File: config.mk
export PLATFORM = sky130hd
export DESIGN_NAME = pc_trace_buffer
export DESIGN_NICKNAME = d
export VERILOG_FILES = /design/src/rtl/pc_trace_buffer.sv
export SDC_FILE = /design/constraint.sdc
export NUM_CORES = 1
export LEC_CHECK = 0
export BUFFER_PORTS_ARGS = -buffer_cell sky130_fd_sc_hd__buf_2
export CAP_MARGIN = 20
export CORE_ASPECT_RATIO = 1.2
export CORE_MARGIN = 2
export CORE_UTILIZATION = 50
export CTS_CLUSTER_DIAMETER = 100
export DETAILED_ROUTE_END_ITERATION = 16
export GPL_ROUTABILITY_DRIVEN = 0
export HOLD_SLACK_MARGIN = 0.06
export PLACE_DENSITY = 0.67
export RECOVER_POWER = 25
export SYNTH_ARGS = -nofsm -noshare
export SYNTH_HDL_FRONTEND = slang
export SYNTH_SLANG_ARGS = --single-unit
File: constraint.sdc
create_clock -name clk_i -period 11.1 [get_ports clk_i]
set_clock_uncertainty 0.1 [all_clocks]
set_input_delay 0 -clock clk_i [delete_from_list [all_inputs] [get_ports clk_i]]
set_output_delay 0 -clock clk_i [all_outputs]
set_load 0.005 [all_outputs]
File: src/rtl/pc_trace_buffer.sv
// PC trace buffer: captures CPU PC updates into a circular buffer, tags the
// first PC load after an EPC write as the exception vector, and freezes after
// POST further captures. History drains through a one-cycle-latency pop port.
module pc_trace_buffer #(
    parameter int DEPTH = 16,
    parameter int AW    = 4,
    parameter int POST  = 4
) (
    input  logic          clk_i,
    input  logic          reset_i,
    input  logic          enable_i,
    input  logic          wrap_mode_i,
    input  logic          pc_write_i,
    input  logic [31:0]   pc_value_i,
    input  logic          epc_write_i,
    input  logic          clear_i,
    input  logic          rd_req_i,
    output logic          rd_valid_o,
    output logic [32:0]   rd_data_o,
    output logic [AW:0]   count_o,
    output logic          empty_o,
    output logic          full_o,
    output logic          frozen_o,
    output logic [15:0]   dropped_o
);

    localparam int PW = (POST < 1) ? 1 : $clog2(POST + 1);

    typedef enum logic [1:0] {
        S_RUN    = 2'd0,
        S_ARMED  = 2'd1,
        S_POST   = 2'd2,
        S_FROZEN = 2'd3
    } state_t;

    state_t          state_q, state_d;
    logic [PW-1:0]   post_cnt_q, post_cnt_d;
    logic [AW-1:0]   wr_ptr_q, wr_ptr_d;
    logic [AW-1:0]   rd_ptr_q, rd_ptr_d;
    logic [AW:0]     count_q, count_d;
    logic [15:0]     dropped_q, dropped_d;
    logic            rd_valid_q;
    logic [32:0]     rd_data_q;
    logic [32:0]     mem_q [DEPTH];

    logic            accept, pop, tag, is_full, is_empty, drop, mem_we;
    logic            flush;

    assign flush    = reset_i | clear_i;
    assign is_empty = (count_q == '0);
    assign is_full  = (count_q == (AW+1)'(DEPTH));
    assign accept   = pc_write_i & enable_i & (state_q != S_FROZEN);
    assign pop      = rd_req_i & ~is_empty;
    assign tag      = (state_q == S_ARMED) | ((state_q == S_RUN) & epc_write_i);

    // Pointer, occupancy and drop bookkeeping for a capture and/or pop.
    always_comb begin
        wr_ptr_d  = wr_ptr_q;
        rd_ptr_d  = rd_ptr_q;
        count_d   = count_q;
        mem_we    = 1'b0;
        drop      = 1'b0;
        if (accept) begin
            if (is_empty) begin
                // A pop against an empty buffer is ignored; capture lands.
                mem_we   = 1'b1;
                wr_ptr_d = wr_ptr_q + 1'b1;
                count_d  = count_q + 1'b1;
            end else if (pop) begin
                // Capture and pop together: slot freed by the pop is reused.
                mem_we   = 1'b1;
                wr_ptr_d = wr_ptr_q + 1'b1;
                rd_ptr_d = rd_ptr_q + 1'b1;
            end else if (is_full) begin
                drop = 1'b1;
                if (wrap_mode_i) begin
                    mem_we   = 1'b1;
                    wr_ptr_d = wr_ptr_q + 1'b1;
                    rd_ptr_d = rd_ptr_q + 1'b1;
                end
            end else begin
                mem_we   = 1'b1;
                wr_ptr_d = wr_ptr_q + 1'b1;
                count_d  = count_q + 1'b1;
            end
        end else if (pop) begin
            rd_ptr_d = rd_ptr_q + 1'b1;
            count_d  = count_q - 1'b1;
        end
        dropped_d = (drop && dropped_q != 16'hFFFF) ? dropped_q + 16'd1 : dropped_q;
    end

    // Exception tracking: FSM advances on accepted strobes, stored or not.
    always_comb begin
        state_d    = state_q;
        post_cnt_d = post_cnt_q;
        unique case (state_q)
            S_RUN: begin
                if (epc_write_i) begin
                    if (accept) begin
                        post_cnt_d = PW'(POST);
                        state_d    = (POST == 0) ? S_FROZEN : S_POST;
                    end else begin
                        state_d = S_ARMED;
                    end
                end
            end
            S_ARMED: begin
                if (accept) begin
                    post_cnt_d = PW'(POST);
                    state_d    = (POST == 0) ? S_FROZEN : S_POST;
                end
            end
            S_POST: begin
                if (accept) begin
                    post_cnt_d = post_cnt_q - 1'b1;
                    if (post_cnt_q == PW'(1)) state_d = S_FROZEN;
                end
            end
            default: ;
        endcase
    end

    // Control state; reset and clear both flush, only reset zeroes rd_data.
    always_ff @(posedge clk_i) begin
        if (flush) begin
            state_q    <= S_RUN;
            post_cnt_q <= '0;
            wr_ptr_q   <= '0;
            rd_ptr_q   <= '0;
            count_q    <= '0;
            dropped_q  <= '0;
            rd_valid_q <= 1'b0;
            if (reset_i) rd_data_q <= '0;
        end else begin
            state_q    <= state_d;
            post_cnt_q <= post_cnt_d;
            wr_ptr_q   <= wr_ptr_d;
            rd_ptr_q   <= rd_ptr_d;
            count_q    <= count_d;
            dropped_q  <= dropped_d;
            rd_valid_q <= pop;
            if (pop) rd_data_q <= mem_q[rd_ptr_q];
        end
    end

    // Trace storage; never cleared, contents are only meaningful via count.
    always_ff @(posedge clk_i) begin
        if (mem_we && !flush) mem_q[wr_ptr_q] <= {tag, pc_value_i};
    end

    assign rd_valid_o = rd_valid_q;
    assign rd_data_o  = rd_data_q;
    assign count_o    = count_q;
    assign empty_o    = is_empty;
    assign full_o     = is_full;
    assign frozen_o   = (state_q == S_FROZEN);
    assign dropped_o  = dropped_q;

endmodule

==> metrics.txt <==
status complete, no violations; Final setup viols 0; worst path arrival time 4190 ps; Slew Limit Fails 0; EDFF count, synth between 500 and 600; Starting Density 0.506; worst path required time 11240 ps; crit-path max FO 24; layout cells sized above 1 0.240; CTS Root Cell clkbuf_16; Synth Area in Compound Gates 0.0277; DIE HEIGHT 240 um; Clock Tree Buf Depth 3; clk sinks 600; synth unique cells 50; register-to-register setup slack around 7000 ps; post-DR wirelength/cell 23.3 um; synth warn 0; DRT Wirelength roughly 46000 um; leakage power total 0.00829 uW; Die Wd about 200 um; Syn Nets between 1000 and 1500; proportion of synthesized area in mux cells 0.155; R2R depth 8; Worst-path clk slew ~60 ps; r2r endpoint mem_q[0][3]; largest net degree at the start of global routing 106; hpwl dp approximately 26000 um; ANT cells 0; Worst path top cell family by delay simple AND/OR/NAND/NOR gates; RR Startpoint state_q[1]; # rows 86; Tcrit/Tclk final 0.365; CTS H-tree depth 2; crit path time final a little over 4000 ps; CTS tree done; Die ar. between 40000 and 50000 um^2; Total Routing Usage GR 0.196; largest family of logic cells by synthesized area multiplexers; Worst-Margin Slew between 1000 and 1500 ps; XOR/XNOR Fraction of Synth Area 0.00679; Setup Buffers After CTS 0; critical path endpoint category register; PortBufs 97; Hold EP count_o[4]; ys flop type edfxtp_1; vias in the first global route about 12000; number of CTS-inserted buffers 55; power per standard cell area about 170 nW/um^2; hold path depth 5; total core area around 46000 um^2; Setup TNS 0 ps; Peak Freq between 200 and 250 MHz; count of final hold-check violations 0; Net count, final approximately 1400; initial antenna violation count 1; Clock Latency Late Sink roughly 600 ps; DRC violations left 0; sequential share of the synthesized area 0.759; WHS about 100 ps; DR vias/cell between 5 and 6; DRT iter0 DRCs 864; Slew headroom 0.310; Syn Inst Count between 1000 and 1500; CP max stage cell nor3_2; min-delay src enable_i; Synth Area in Adders 0.00895; WP buf/inv 2; First-pass DRT Iterations 5; post-route ant nets 0; via count approximately 11000; asr flop ratio synth 0; Seq cells post-synth 600; worst stage delay on the critical path slightly below 800 ps; first-pass GRT wire length around 71000 um; startpoint types register; Overflow after GRT 0; Mapped Area 23200 um^2; CP cell instances ha_1 > and3b_1 > inv_1 > a31oi_1 > and2_1 > nand2_1 > nor3_2 > buf_4; Synth Area in Simple Gates 0.0299; Tightest Hold Check Type in -> reg; class of the most critical setup path reg -> reg; number of max-cap violations 0; area grow syn2layout 14.8%; peak supply drop between 0.0001 and 0.00015 V; # IOs ~100; syn_area_per_cell 20.0 um^2; unrepaired setup endpoints after global routing no
## Yosys cell counts (13+ instances only)
master	instances	area (um^2)
nand2_1	42	158
a21oi_1	18	90.1
mux2i_1	85	851
mux4_2	112	2520
dfxtp_1	39	781
ha_1	15	188
o22ai_1	26	163
mux2_2	17	191
o211ai_1	20	150
nor2_1	42	158
clkbuf_1	32	120
o21ai_0	14	70.1
buf_2	13	65.1
edfxtp_1	561	16800
## metrics by stage
stage / setup slack, ps / total power, uW / cells / cell area, um^2 / util
2_1_floorplan: 6590 / 2680 / 1163 / 23200 / -
3_3_place_gp: 7090 / 2760 / 1838 / 24500 / 0.535
3_5_place_dp: 6920 / 2760 / 1838 / 24500 / 0.535
4_1_cts: 6910 / 4600 / 1975 / 26700 / 0.582
5_1_grt: 6730 / 4700 / 1976 / 26700 / 0.582
6_report: 7050 / 4560 / 1976 / 26700 / 0.582
## final cells by class
cell class / instances / area, um^2
well taps: 616 / 771
flip-flops and latches: 600 / 17600
fillers: 3492 / 19200
multi-input cells: 494 / 5420
clock inverters: 28 / 294
inverters: 11 / 41.3
clock buffers: 68 / 1450
repair buffers: 159 / 1040
## flip-flops by register name, indices dropped and copies added, names as in the netlist, named ones only
| name | flops |
|---|---|
| wr_ptr_q | 4 |
| mem_q | 528 |
| state_q | 2 |
| rd_data_o | 33 |
| count_o | 5 |
| post_cnt_q | 3 |
| rd_valid_o | 1 |
| dropped_o | 16 |
| rd_ptr_q | 4 |
## kinds of logic (layout without fill, tap and decap cells)
| logic type | after synthesis | in the layout |
|---|---|---|
| fa+ha+maj | 16 | 16 |
| flops | 600 | 600 |
| compound gates | 99 | 99 |
| xor+xnor | 18 | 18 |
| simple gates | 145 | 145 |
| buf+inv | 69 | 266 |
| mux | 216 | 216 |
## routing by layer
metal / wire length [um] / global-route usage
met1: 19700 / 0.261
met2: 23300 / 0.336
met3: 1900 / 0.0293
met4: 1130 / 0.0624
met5: 11 / 0
## where the power goes
group          internal (uW)  switching, uW
sequential              2490           16.7
combinational           97.4            112
clock                   1060            783
## timing repair
action / 4_1_cts / 5_1_grt
hold buffers: 41 / 0
resized for setup: 0 / 0
hold endpoints to repair: 567 / 0
## how the worst max path moves through the flow
stage                    start            to  slack, ps  cells past startpoint
floorplan           state_q[1]   mem_q[0][0]       6590                      8
global route        state_q[1]   mem_q[2][1]       6730                      8
finish              state_q[1]   mem_q[0][3]       7050                      8
detailed placement  state_q[1]  mem_q[0][26]       6920                      8
global placement    state_q[1]   mem_q[2][0]       7090                      8
CTS                 state_q[1]   mem_q[3][2]       6910                      8
## worst min-delay path: stages
cell and delay [ps]:
buf_2 80, and3b_1 340, xnor2_1 180, or3_1 100, a21oi_1 60
## placed cells by master, fill, tap and decap left out, types with 18 or more instances in the layout
cell and instances:
buf_4 19, mux2i_1 85, dfxtp_1 36, dlygate4sd3_1 41, a21oi_1 18, clkbuf_16 56
o22ai_1 26, buf_2 75, nand2_1 41, nor2_1 30, o211ai_1 20, edfxtp_1 561
mux4_2 112, clkbuf_1 34
(Power assumes the default switching activity.)
